===== config.mk =====
export PLATFORM = sky130hd
export DESIGN_NAME = mem_bus_arbiter_flat
export DESIGN_NICKNAME = d
export VERILOG_FILES = /design/src/rtl/mem_bus_arbiter_if.sv /design/src/rtl/mem_bus_arbiter.sv /design/src/flat_wrapper.sv
export SDC_FILE = /design/constraint.sdc
export NUM_CORES = 1
export LEC_CHECK = 0
export ABC_AREA = 1
export BUFFER_PORTS_ARGS = -buffer_cell sky130_fd_sc_hd__buf_2
export CELL_PAD_IN_SITES_DETAIL_PLACEMENT = 0
export CELL_PAD_IN_SITES_GLOBAL_PLACEMENT = 2
export CORE_MARGIN = 8
export CORE_UTILIZATION = 26
export CTS_BUF_LIST = sky130_fd_sc_hd__clkbuf_2
export CTS_CLUSTER_DIAMETER = 60
export DETAILED_ROUTE_END_ITERATION = 12
export PLACE_DENSITY_LB_ADDON = 0.1
export SYNTH_ARGS = -nofsm -noshare
export SYNTH_HDL_FRONTEND = slang
export SYNTH_SLANG_ARGS = --single-unit
export TNS_END_PERCENT = 1

===== constraint.sdc =====
create_clock -name clk -period 1.7 [get_ports clk]
set_input_delay 0.34 -clock clk [delete_from_list [all_inputs] [get_ports clk]]
set_output_delay 0.34 -clock clk [all_outputs]
set_load 0.1 [all_outputs]

===== src/rtl/mem_bus_arbiter_if.sv =====
// Signal bundle for mem_bus_arbiter: CPU fetch/data ports, flush, stall
// outputs and the shared-bus command/response. The arbiter uses the master
// modport (it masters the shared bus); the surrounding system uses slave.
interface mem_bus_arbiter_if #(
    parameter int ADDR_W = 32,
    parameter int DATA_W = 32
);
    logic              flush;

    logic              if_req;
    logic [ADDR_W-1:0] if_addr;
    logic [DATA_W-1:0] if_rdata;
    logic              if_ready;

    logic              mem_req;
    logic              mem_we;
    logic [3:0]        mem_sel;
    logic [ADDR_W-1:0] mem_addr;
    logic [DATA_W-1:0] mem_wdata;
    logic [DATA_W-1:0] mem_rdata;
    logic              mem_ready;

    logic              bus_req;
    logic              bus_we;
    logic [3:0]        bus_sel;
    logic [ADDR_W-1:0] bus_addr;
    logic [DATA_W-1:0] bus_wdata;
    logic [DATA_W-1:0] bus_rdata;
    logic              bus_ack;

    logic              stallreq_if;
    logic              stallreq_mem;

    modport master (
        input  flush,
        input  if_req, if_addr,
        output if_rdata, if_ready,
        input  mem_req, mem_we, mem_sel, mem_addr, mem_wdata,
        output mem_rdata, mem_ready,
        output bus_req, bus_we, bus_sel, bus_addr, bus_wdata,
        input  bus_rdata, bus_ack,
        output stallreq_if, stallreq_mem
    );

    modport slave (
        output flush,
        output if_req, if_addr,
        input  if_rdata, if_ready,
        output mem_req, mem_we, mem_sel, mem_addr, mem_wdata,
        input  mem_rdata, mem_ready,
        input  bus_req, bus_we, bus_sel, bus_addr, bus_wdata,
        output bus_rdata, bus_ack,
        input  stallreq_if, stallreq_mem
    );
endinterface


===== src/rtl/mem_bus_arbiter.sv =====
// Two-requester arbiter for a single shared memory bus: data accesses have
// strict priority over instruction fetch, one transaction outstanding at a
// time, and a pipeline flush can abandon (drain) an in-flight fetch.
module mem_bus_arbiter #(
    parameter int ADDR_W = 32,
    parameter int DATA_W = 32
) (
    input  logic               clk,
    input  logic               rst,
    mem_bus_arbiter_if.master  arb
);

    localparam logic [1:0] IDLE     = 2'd0;
    localparam logic [1:0] IF_BUSY  = 2'd1;
    localparam logic [1:0] MEM_BUSY = 2'd2;
    localparam logic [1:0] IF_DRAIN = 2'd3;

    logic [1:0]        state;
    logic              bus_req_r;
    logic              bus_we_r;
    logic [3:0]        bus_sel_r;
    logic [ADDR_W-1:0] bus_addr_r;
    logic [DATA_W-1:0] bus_wdata_r;
    logic [DATA_W-1:0] if_rdata_r;
    logic [DATA_W-1:0] mem_rdata_r;
    logic              if_ready_r;
    logic              mem_ready_r;

    // Arbitration FSM with the registered bus command and response capture.
    // A requester still holds its level request in the cycle its ready pulse
    // is out, so a request is only accepted while its own ready is low;
    // otherwise a completed access would be issued a second time.
    always_ff @(posedge clk) begin
        if (rst) begin
            state       <= IDLE;
            bus_req_r   <= 1'b0;
            bus_we_r    <= 1'b0;
            bus_sel_r   <= '0;
            bus_addr_r  <= '0;
            bus_wdata_r <= '0;
            if_rdata_r  <= '0;
            mem_rdata_r <= '0;
            if_ready_r  <= 1'b0;
            mem_ready_r <= 1'b0;
        end else begin
            if_ready_r  <= 1'b0;
            mem_ready_r <= 1'b0;
            case (state)
                IDLE: begin
                    if (arb.mem_req && !mem_ready_r) begin
                        state       <= MEM_BUSY;
                        bus_req_r   <= 1'b1;
                        bus_we_r    <= arb.mem_we;
                        bus_sel_r   <= arb.mem_sel;
                        bus_addr_r  <= arb.mem_addr;
                        bus_wdata_r <= arb.mem_wdata;
                    end else if (arb.if_req && !if_ready_r && !arb.flush) begin
                        state       <= IF_BUSY;
                        bus_req_r   <= 1'b1;
                        bus_we_r    <= 1'b0;
                        bus_sel_r   <= '1;
                        bus_addr_r  <= arb.if_addr;
                        bus_wdata_r <= '0;
                    end
                end
                MEM_BUSY: begin
                    if (arb.bus_ack) begin
                        state       <= IDLE;
                        bus_req_r   <= 1'b0;
                        mem_ready_r <= 1'b1;
                        if (!bus_we_r) begin
                            mem_rdata_r <= arb.bus_rdata;
                        end
                    end
                end
                IF_BUSY: begin
                    if (arb.bus_ack) begin
                        state     <= IDLE;
                        bus_req_r <= 1'b0;
                        if (!arb.flush) begin
                            if_rdata_r <= arb.bus_rdata;
                            if_ready_r <= 1'b1;
                        end
                    end else if (arb.flush) begin
                        state <= IF_DRAIN;
                    end
                end
                IF_DRAIN: begin
                    if (arb.bus_ack) begin
                        state     <= IDLE;
                        bus_req_r <= 1'b0;
                    end
                end
                default: begin
                    state     <= IDLE;
                    bus_req_r <= 1'b0;
                end
            endcase
        end
    end

    // Drive registered results and combinational stall requests.
    always_comb begin
        arb.bus_req      = bus_req_r;
        arb.bus_we       = bus_we_r;
        arb.bus_sel      = bus_sel_r;
        arb.bus_addr     = bus_addr_r;
        arb.bus_wdata    = bus_wdata_r;
        arb.if_rdata     = if_rdata_r;
        arb.if_ready     = if_ready_r;
        arb.mem_rdata    = mem_rdata_r;
        arb.mem_ready    = mem_ready_r;
        arb.stallreq_if  = arb.if_req && !if_ready_r;
        arb.stallreq_mem = arb.mem_req && !mem_ready_r;
    end

endmodule


===== src/flat_wrapper.sv =====
// flat-port wrapper written by rule: the top's interface ports become plain ports
module mem_bus_arbiter_flat 
#(
    parameter int ADDR_W = 32,
    parameter int DATA_W = 32
)
  (clk, rst, arb_flush, arb_if_req, arb_if_addr, arb_if_rdata, arb_if_ready, arb_mem_req, arb_mem_we, arb_mem_sel, arb_mem_addr, arb_mem_wdata, arb_mem_rdata, arb_mem_ready, arb_bus_req, arb_bus_we, arb_bus_sel, arb_bus_addr, arb_bus_wdata, arb_bus_rdata, arb_bus_ack, arb_stallreq_if, arb_stallreq_mem);
  mem_bus_arbiter_if #(.ADDR_W(ADDR_W), .DATA_W(DATA_W)) arb_i ();
  input  logic clk;
  input  logic rst;
  input wire logic [$bits(arb_i.flush)-1:0] arb_flush;
  input wire logic [$bits(arb_i.if_req)-1:0] arb_if_req;
  input wire logic [$bits(arb_i.if_addr)-1:0] arb_if_addr;
  output wire logic [$bits(arb_i.if_rdata)-1:0] arb_if_rdata;
  output wire logic [$bits(arb_i.if_ready)-1:0] arb_if_ready;
  input wire logic [$bits(arb_i.mem_req)-1:0] arb_mem_req;
  input wire logic [$bits(arb_i.mem_we)-1:0] arb_mem_we;
  input wire logic [$bits(arb_i.mem_sel)-1:0] arb_mem_sel;
  input wire logic [$bits(arb_i.mem_addr)-1:0] arb_mem_addr;
  input wire logic [$bits(arb_i.mem_wdata)-1:0] arb_mem_wdata;
  output wire logic [$bits(arb_i.mem_rdata)-1:0] arb_mem_rdata;
  output wire logic [$bits(arb_i.mem_ready)-1:0] arb_mem_ready;
  output wire logic [$bits(arb_i.bus_req)-1:0] arb_bus_req;
  output wire logic [$bits(arb_i.bus_we)-1:0] arb_bus_we;
  output wire logic [$bits(arb_i.bus_sel)-1:0] arb_bus_sel;
  output wire logic [$bits(arb_i.bus_addr)-1:0] arb_bus_addr;
  output wire logic [$bits(arb_i.bus_wdata)-1:0] arb_bus_wdata;
  input wire logic [$bits(arb_i.bus_rdata)-1:0] arb_bus_rdata;
  input wire logic [$bits(arb_i.bus_ack)-1:0] arb_bus_ack;
  output wire logic [$bits(arb_i.stallreq_if)-1:0] arb_stallreq_if;
  output wire logic [$bits(arb_i.stallreq_mem)-1:0] arb_stallreq_mem;
  assign arb_i.flush = arb_flush;
  assign arb_i.if_req = arb_if_req;
  assign arb_i.if_addr = arb_if_addr;
  assign arb_if_rdata = arb_i.if_rdata;
  assign arb_if_ready = arb_i.if_ready;
  assign arb_i.mem_req = arb_mem_req;
  assign arb_i.mem_we = arb_mem_we;
  assign arb_i.mem_sel = arb_mem_sel;
  assign arb_i.mem_addr = arb_mem_addr;
  assign arb_i.mem_wdata = arb_mem_wdata;
  assign arb_mem_rdata = arb_i.mem_rdata;
  assign arb_mem_ready = arb_i.mem_ready;
  assign arb_bus_req = arb_i.bus_req;
  assign arb_bus_we = arb_i.bus_we;
  assign arb_bus_sel = arb_i.bus_sel;
  assign arb_bus_addr = arb_i.bus_addr;
  assign arb_bus_wdata = arb_i.bus_wdata;
  assign arb_i.bus_rdata = arb_bus_rdata;
  assign arb_i.bus_ack = arb_bus_ack;
  assign arb_stallreq_if = arb_i.stallreq_if;
  assign arb_stallreq_mem = arb_i.stallreq_mem;
  mem_bus_arbiter #(.ADDR_W(ADDR_W), .DATA_W(DATA_W)) u_core (.clk(clk), .rst(rst), .arb(arb_i));
endmodule

==> metrics.yaml, run 1 <==
status: "complete, but fails checks"
violations: "negative setup slack"
dieArea_mm2: 0.0266
grt_first_pass_wirelength_um: 35600
power.total_mw: 15.0
clk_latency_ps: 680
pwr_density_cell_mw_per_mm2: 1330
final_common_cell: "nor2_1"
ys_top_cells_by_area: "dfxtp_1 49%, nor2_1 13%, nand2_1 11%"
nNetsFinal: 1347
regToRegStartpoint: "u_core.arb.mem_ready$_SDFF_PP0_"
min_to: "u_core.state[1]$_SDFFE_PP0P_"
numCtsBuffers: 17
die_h_um: 163
crit_slowest_cell: "dfxtp_4"
fin_crit_sh_pct: 105
vias_per_cell: 4.24
path_delay_family: "flip-flops"
worstReg2RegEnd: "u_core.arb.bus_wdata[20]$_SDFFE_PP0P_"
whs_path_depth: 5
grt_overflow: 0
vias: 6370
synth_cell_types: 21
seq_area_frac_synth_pct: 49.1
p_leak_nw: 5.01
required_ps: 1360
io_buffer_count: 276
routedWlPerCell_um: 15.0
initial_core_util_pct: 26.1
dr.pass1.iters: 5
ys.warnings.count: 0
syn_area_mm2: 0.00563
cp_common_cell: "buf_12"
io_pins: 277
layout_min_cycle_time_ps: 1790
htreeDepth: 4
hpwl_um: 15200
final_hold_viol_count: 0
skew_ps: 34.3
clkTransAtPathRegs_ps: 190
synthCells: 805
vdd_drop_max_uv: 439
path_cells: "nor2_4 -> buf_12 -> buf_12"
hold_ws_ps: 109
ant_nets: 0
fmax_ghz: 0.558
final_cell_mix: "201 x nor2_1, 168 x nand2_1, 144 x buf_12, 138 x buf_2, 135 x dlygate4sd3_1"
dr.first_iter.drc_count: 270
place_congestion: 0.707
root_buffer: "clkbuf_2"
setup_viol: 2
stdcell_area_mm2: 0.0113
die-width_um: 163
hp-class: "in2reg"
placed_area_mm2: 0.00735
drv_cap: 0
worst_slack_ps: -91.2
holdCritStartpoint: "arb_if_req"
syn_area_per_cell_um2: 6.99
cpPeakStageDelay_ps: 400
worst_pin_slew_ps: 637
rows: 54
core_area_mm2: 0.0216
grt_max_degree: 54
track_usage_pct: 16.7
arrival_ps: 1450
final_util_pct: 52.3
synth_area_leader_cell: "dfxtp_1"
r2r_slack_ps: 190
endpoint_kind: "output pin"
cp_num_buf_inv: 2
grt_setup_unrepaired: "yes"
drive_above_1_share_pct: 39.7
r2r_cells: 8
critPathLaunchType: "flop"
worstPathMaxFanout: 3
area_growth_pct: 100
drt-total-wl_um: 22500
antenna_found_initial: 2
worstSetupPathType: "reg2out"
cts_tree: "yes"
cts_max_path_buffers: 2
cts_sinks: 138
ys_ff_latch: 138
relSlewSlack_pct: 57.4
syn-num-nets: 944
slew_viol_final: 0
drcViolationCount: 0
first_global_vias: 6590
synth_top_area_share_pct: 49.1
## flip-flops by register name, indices dropped and copies added, names as in the netlist
register              count
u_core.arb.bus_addr      32
u_core.arb.bus_req        1
u_core.arb.bus_sel        4
u_core.arb.bus_wdata     32
u_core.arb.bus_we         1
u_core.arb.if_rdata      32
u_core.arb.if_ready       1
u_core.arb.mem_rdata     32
u_core.arb.mem_ready      1
u_core.state              2
## per-stage QoR
step,cells,setup TNS (ps),worst slack (ps)
2_1_floorplan,805,-8140,-195
3_3_place_gp,1331,0,87.2
3_5_place_dp,1331,0,63.1
4_1_cts,1499,-1060,-186
5_1_grt,1501,-2980,-228
6_report,1501,-92.7,-91.2
## per-layer routing
metal	part of all wire (%)	GRT usage, %	wire, um	vias to the layer above
li1	-	-	-	3327
met1	42	19.3	9520	2831
met2	49	29.0	11000	184
met3	6.7	5.17	1500	26
met4	1.8	5.63	415	2
met5	0.058	0	13	-
## kinds of logic after synthesis
family	synth area share (%)
AOI/OAI and AO/OA	9.70
DFF	49.1
and+or+nand+nor	32.3
buffers and inverters	8.89
## how the worst max path moves through the flow
| stage | startpoint | endpoint | slack [ps] | depth (start not counted) |
|---|---|---|---|---|
| 2_1_floorplan | u_core.arb.mem_ready$_SDFF_PP0_ | u_core.arb.bus_addr[22]$_SDFFE_PP0P_ | -200 | 6 |
| 3_3_place_gp | arb_if_req | u_core.arb.bus_req$_SDFFE_PP0P_ | 90 | 7 |
| 3_5_place_dp | arb_if_req | u_core.arb.bus_req$_SDFFE_PP0P_ | 60 | 7 |
| 4_1_cts | u_core.arb.mem_ready$_SDFF_PP0_ | arb_stallreq_mem | -190 | 3 |
| 5_1_grt | u_core.arb.mem_ready$_SDFF_PP0_ | arb_stallreq_mem | -230 | 3 |
| 6_report | u_core.arb.mem_ready$_SDFF_PP0_ | arb_stallreq_mem | -90 | 3 |
## power by group
part / switching, mW / internal (mW)
clock network: 1.24 / 1.09
registers: 0.552 / 3.88
logic: 5.35 / 2.93
## repair_timing
action                                  in CTS  in global routing
endpoints found under the setup margin     138                 97
cloned                                       1                  0
resized for setup                          678                  8
hold buffers                               135                  0
pin swaps                                    2                  0
endpoints found under the hold margin      134                  0
buffers inserted                             2                  0
## final cells by class
type	instances	area (um2)
clock inverter	13	203
antenna	2	5.00
tap	280	350
inverter	56	210
timing repair buffer	437	5100
sequential	138	2950
fill	2041	10300
multi-input combinational	558	2370
clock buffer	17	85.1
## Yosys cell counts (all sizes together)
master,n
nor2,205
a21oi,36
inv,56
clkbuf,16
nor4,1
nor3,1
nand3,71
nand2,171
buf,37
dfxtp,138
o21ai,73
## worst reg2reg max path, stage by stage, from the launching register on
cell     delay, ps
dfxtp_4        400
nor2_4         120
buf_4          160
nand2_4         60
buf_4          200
inv_2          120
buf_12         190
nand2_1         90
a21oi_1        140
Note: power is estimated with default switching activity, not from simulation.
==> run 2, diff against run 1 <==
==> constraint.sdc (replaced) <==
create_clock -name clk -period 1.7 [get_ports clk]
set_input_delay 0.17 -clock clk [delete_from_list [all_inputs] [get_ports clk]]
set_output_delay 0.17 -clock clk [all_outputs]
set_load 0.1 [all_outputs]
==> run 2 against run 1 <==
The flow now finishes without violations. Flip-flop and latch count unchanged. Via count shrank 0.99%. Critical path depth up 5. Clock-buffer cell count is 2 higher. Global-route usage is 0.29 points lower. Highest routed layer is now met4. Critical path type is now reg2reg. First-iteration DRC count shrank 30%. Power down 7.8%. Routed wire length is 1.4% lower.
==> metrics.yaml, run 2 (synthesis results as in run 1) <==
p_sw_mw: 6.98  # -2.3%
worstSetupPathType: "reg2reg"
die-width_um: 163  # unchanged
arrival_ps: 2300  # +850 ps
initial_core_util_pct: 26.1  # unchanged
htreeDepth: 4  # unchanged
io_pins: 277  # unchanged
layout_min_cycle_time_ps: 1670  # -125 ps
final_util_pct: 45.0  # -7.3 points
cts_sinks: 138  # unchanged
grt_first_pass_wirelength_um: 35000  # -1.7%
slew_viol_final: 0  # unchanged
cts_max_path_buffers: 2  # unchanged
final_cell_mix: "201 x nor2_1, 168 x nand2_1, 144 x dlygate4sd3_1, 138 x buf_2, 135 x dfxtp_1"
endpoint_kind: "flop"
core_area_mm2: 0.0216  # unchanged
drcViolationCount: 0  # unchanged
track_usage_pct: 16.5  # -0.29 points
hpwl_um: 14900  # -2.0%
status: "finished, final reports clean"
fmax_ghz: 0.600  # +7.5%
drive_above_1_share_pct: 28.4  # -11 points
cpPeakStageDelay_ps: 560  # +160 ps
power.share.clock_pct: 18.8  # +3.3 points
io_buffer_count: 276  # unchanged
root_buffer: "clkbuf_2"
grt_overflow: 0  # unchanged
vdd_drop_max_uv: 488  # +11%
place_congestion: 0.741  # +4.8%
clk_latency_ps: 710  # +30 ps
relSlewSlack_pct: 70.7  # +13 points
cp_num_cells: 8  # +5
stdcell_area_mm2: 0.00969  # -14%
antenna_found_initial: 1  # -1
r2r_slack_ps: 30  # -160 ps
worstPathMaxFanout: 13  # +10
nNetsFinal: 1350  # +0.22%
worst_pin_slew_ps: 439  # -199 ps
whs_path_depth: 4  # -1
final_common_cell: "nor2_1"
r2r_cells: 8  # unchanged
drv_cap: 0  # unchanged
vias_per_cell: 4.19  # -1.3%
grt_max_degree: 103  # +91%
vias: 6307  # -0.99%
final_hold_viol_count: 0  # unchanged
setup_viol: 0  # -2
hold_ws_ps: 219  # +110 ps
switching_share_pct: 50.3  # +2.8 points
first_global_vias: 6527  # -0.96%
routedWlPerCell_um: 14.7  # -1.7%
fin_crit_sh_pct: 98.0  # -7.3 points
n_fill_cell: 2276  # +12%
path_cells: "nor2_4 -> buf_12 -> buf_4 -> nand2_1 -> dlygate4sd3_1 -> nand2_1 -> nor2_1 -> nor2_1"
cp_num_buf_inv: 3  # +1
grt_setup_unrepaired: "yes"
skew_ps: 36.9  # +2.67 ps
path_delay_family: "buffers and inverters"
pwr_density_cell_mw_per_mm2: 1430  # +7.2%
numCtsBuffers: 17  # unchanged
p_leak_nw: 4.62  # -7.9%
die_h_um: 163  # unchanged
dr.first_iter.drc_count: 188  # -30%
required_ps: 2330  # +970 ps
dieArea_mm2: 0.0266  # unchanged
clkTransAtPathRegs_ps: 250  # +60 ps
dr.pass1.iters: 4  # -1
hp-class: "in2reg"
pwr-share-comb_pct: 51.8  # -3.2 points
critPathLaunchType: "flop"
rows: 54  # unchanged
seq_power_share_pct: 29.4  # about the same
cts_tree: "yes"
ant_nets: 0  # unchanged
drt-total-wl_um: 22100  # -1.4%
area_growth_pct: 72.3
crit_slowest_cell: "dlygate4sd3_1"
fin_tns_setup_ps: 0  # +92.7 ps
placed_area_mm2: 0.00732  # -0.46%
intPower_mw: 6.89  # -13%
-- run 2: cell types whose count changed in the layout (fill, tap and decap cells not counted), moves of 5 or more --
cell / previous run / this run
dfxtp_2: 130 / 2
buf_12: 144 / 12
buf_4: 19 / 101
dfxtp_1: 2 / 135
dlygate4sd3_1: 135 / 144
dfxtp_4: 6 / 1
buf_6: 0 / 44
-- run 2: timing repair --
action | in CTS | in global routing
cloned | 1 | 0
pin swaps | 1 | 0
endpoints found under the hold margin | 138 | 0
gates resized for setup | 144 | 46
hold buffers | 144 | 0
endpoints found under the setup margin | 138 | 48
setup buffers | 1 | 2
-- run 2: path summary, 6_finish.rpt --
kind	start	to
worst max-delay path	u_core.arb.mem_ready$_SDFF_PP0_	u_core.arb.bus_addr[8]$_SDFFE_PP0P_
worst min-delay path	arb_mem_wdata[29]	u_core.arb.bus_wdata[29]$_SDFFE_PP0P_
worst max register to register	u_core.arb.mem_ready$_SDFF_PP0_	u_core.arb.bus_addr[8]$_SDFFE_PP0P_
worst min register to register	u_core.arb.bus_sel[2]$_SDFFE_PP0P_	u_core.arb.bus_sel[2]$_SDFFE_PP0P_
-- run 2: layout make-up --
cell class,count,area [um2],share of cell area (%)
antenna,2,5.00,0.0516
clock buffer,19,95.1,0.981
clock inverter,13,239,2.47
inverter,56,210,2.17
multi-input combinational,558,2370,24.4
sequential,138,2770,28.6
tap,280,350,3.61
timing repair buffer,440,3660,37.7
-- run 2: stage by stage --
stage	power, mW	instances	worst slack, ps
CTS	13.9	1502	-108
finish	13.9	1506	33.4
floorplan	9.34	805	-95.5
global route	14.6	1506	-115
global placement	10.6	1324	301
detailed placement	10.6	1324	228
-- run 2: routing by layer --
metal  routed length [um]  track usage (%)
met1                 9240             19.1
met2                10800             27.7
met3                 1740             6.15
met4                  358             5.00
met5                    0                0
-- run 2: power groups by stage --
| stage | registers, mW | clock network, mW | logic (mW) |
|---|---|---|---|
| floorplan | 7.73 | 0 | 1.61 |
| global placement | 4.09 | 0 | 6.54 |
| detailed placement | 4.10 | 0 | 6.53 |
| CTS | 4.06 | 2.74 | 7.14 |
| global route | 4.16 | 2.84 | 7.61 |
| finish | 4.08 | 2.61 | 7.18 |
-- run 2: tightest hold or removal path: cells and delay by family --
kind                   cells  cell delay [ps]
AO/OA/AOI/OAI              1               60
AND/OR/NAND/NOR            1               50
buffers and inverters      2              650
==> run 3, diff against run 2 <==
==> constraint.sdc (replaced) <==
create_clock -name clk -period 1.7 [get_ports clk]
set_input_delay 0.51 -clock clk [delete_from_list [all_inputs] [get_ports clk]]
set_output_delay 0.51 -clock clk [all_outputs]
set_load 0.01 [all_outputs]
==> run 3 against run 2 <==
The flow now finishes with violations (negative setup slack). Utilization decreased by 1.7 points. Power fell by 29%. Die area stayed put. Routed wire length decreased by 2.7%. Sequential share of layout area grew 2.9 points. Critical path type is now reg2out. Critical endpoint is now arb_mem_ready. Largest power group is now registers.
==> metrics.yaml, run 3 (synthesis results as in run 1) <==
grt_use_met1_pct: 19.0  # -0.042 points
vias: 6104  # -3.2%
slew_viol_final: 0  # unchanged
antenna_found_initial: 2  # +1
dp.cells: 1329  # +0.38%
ant_nets: 0  # unchanged
violations: "negative setup slack"
final_hold_viol_count: 0  # unchanged
cts_max_path_buffers: 2  # unchanged
skew_ps: 51.1  # +14.2 ps
grt_first_pass_wirelength_um: 33400  # -4.5%
dieArea_mm2: 0.0266  # unchanged
hp-class: "in2reg"
met2_usage_pct: 25.8  # -1.9 points
worstPathMaxFanout: 2  # -11
place_congestion: 0.707  # -4.6%
drt-total-wl_um: 21500  # -2.7%
fmax_ghz: 0.555  # -7.6%
final_common_cell: "nor2_1"
io_pins: 277  # unchanged
initial_core_util_pct: 26.1  # unchanged
pwr_density_cell_mw_per_mm2: 1050  # -26%
layout_min_cycle_time_ps: 1800  # +137 ps
area_growth_pct: 65.6
track_usage_pct: 15.8  # -0.64 points
die-width_um: 163  # unchanged
drcViolationCount: 0  # unchanged
arrival_ps: 1290  # -1010 ps
cts_sinks: 138  # unchanged
clk_latency_ps: 700  # about the same
required_ps: 1190  # -1140 ps
grt_setup_unrepaired: "yes"
worst_pin_slew_ps: 613  # +174 ps
hpwl_um: 15000  # +0.17%
drv_cap: 0  # unchanged
first_global_vias: 6186  # -5.2%
p_leak_nw: 4.37  # -5.3%
routedWlPerCell_um: 15.0  # +2.1%
final_cells: 1435  # -4.7%
io_buffer_count: 276  # unchanged
dr.first_iter.drc_count: 276  # +47%
grt_overflow: 0  # unchanged
status: "complete, but fails checks"
vdd_drop_max_uv: 335  # -31%
endpoint_kind: "output pin"
worstSetupPathType: "reg2out"
r2r_slack_ps: 110  # +80 ps
rows: 54  # unchanged
htreeDepth: 4  # unchanged
drive_above_1_share_pct: 42.0  # +14 points
relSlewSlack_pct: 59.1  # -12 points
worst_slack_ps: -103  # -137 ps
fin_tns_setup_ps: -354  # -354 ps
core_area_mm2: 0.0216  # unchanged
met3_usage_pct: 6.15  # unchanged
clkTransAtPathRegs_ps: 240  # about the same
die_h_um: 163  # unchanged
cts_tree: "yes"
root_buffer: "clkbuf_2"
grt-busiest-layer: "met2"
setup_viol: 12  # +12
vias_per_cell: 4.25  # +1.6%
numCtsBuffers: 17  # unchanged
fin_crit_sh_pct: 106  # +8.0 points
power.total_mw: 9.82  # -29%
final_cell_mix: "201 x nor2_1, 168 x nand2_1, 139 x buf_2, 139 x buf_6, 135 x dfxtp_2"
dr.pass1.iters: 6  # +2
nNetsFinal: 1279  # -5.3%
grt_max_degree: 65  # -37%
critPathLaunchType: "flop"
## run 3: cell types whose count changed in the layout (fill, tap and decap cells not counted), sizes merged
| cell | change |
|---|---|
| bufbuf | -1 |
| buf | +6 |
| dlygate4sd3 | -76 |
| bufinv | -5 |
| clkbuf | -2 |
| clkinv | +4 |
| clkinvlp | +3 |
## run 3: through the flow
step	hold WS (ps)	worst slack, ps	cell area [um2]	utilization [%]
floorplan	497	290	5630	-
global placement	439	-4.62	7350	34.1
detailed placement	434	-32.1	7350	34.1
CTS	1.07	-219	9260	43.0
global route	4.26	-233	9320	43.2
finish	92.2	-103	9320	43.2
## run 3: timing repair
action                     in CTS  in global routing
pin swaps                       2                  0
hold endpoints to repair       83                  2
gates resized for setup       315                  4
hold buffers                   65                  3
setup buffers                   4                  1
setup endpoints to repair     138                148
## run 3: worst max-delay path, cell delays in order (launching register included)
cell     delay [ps]
dfxtp_4         390
buf_4           140
buf_6           110
## run 3: metal layers
| metal | share of wire (%) | routed length [um] |
|---|---|---|
| met3 | 8.1 | 1740 |
| met1 | 44 | 9420 |
| met4 | 0.94 | 202 |
| met5 | 0.037 | 8 |
| met2 | 47 | 10200 |
## run 3: worst paths after layout
kind | startpoint | end | cells after the start
worst max-delay path | u_core.arb.mem_ready$_SDFF_PP0_ | arb_mem_ready | 2
worst min register to register | u_core.arb.bus_sel[1]$_SDFFE_PP0P_ | u_core.arb.bus_sel[1]$_SDFFE_PP0P_ | 2
worst max register to register | u_core.arb.if_ready$_SDFF_PP0_ | u_core.arb.bus_addr[12]$_SDFFE_PP0P_ | 8
worst min-delay path | arb_mem_addr[15] | u_core.arb.bus_addr[15]$_SDFFE_PP0P_ | 5
## run 3: power by group
group,switching (mW),internal [mW]
sequential,0.381,3.86
combinational,1.88,1.86
clock,1.32,0.520
## run 3: cell type report
cell class,count,area (um2)
tap,280,350
inverter,56,210
clock inverter,15,125
multi-input combinational,558,2370
clock buffer,17,85.1
timing repair buffer,369,3240
antenna,2,5.00
sequential,138,2940
fill,2315,12200
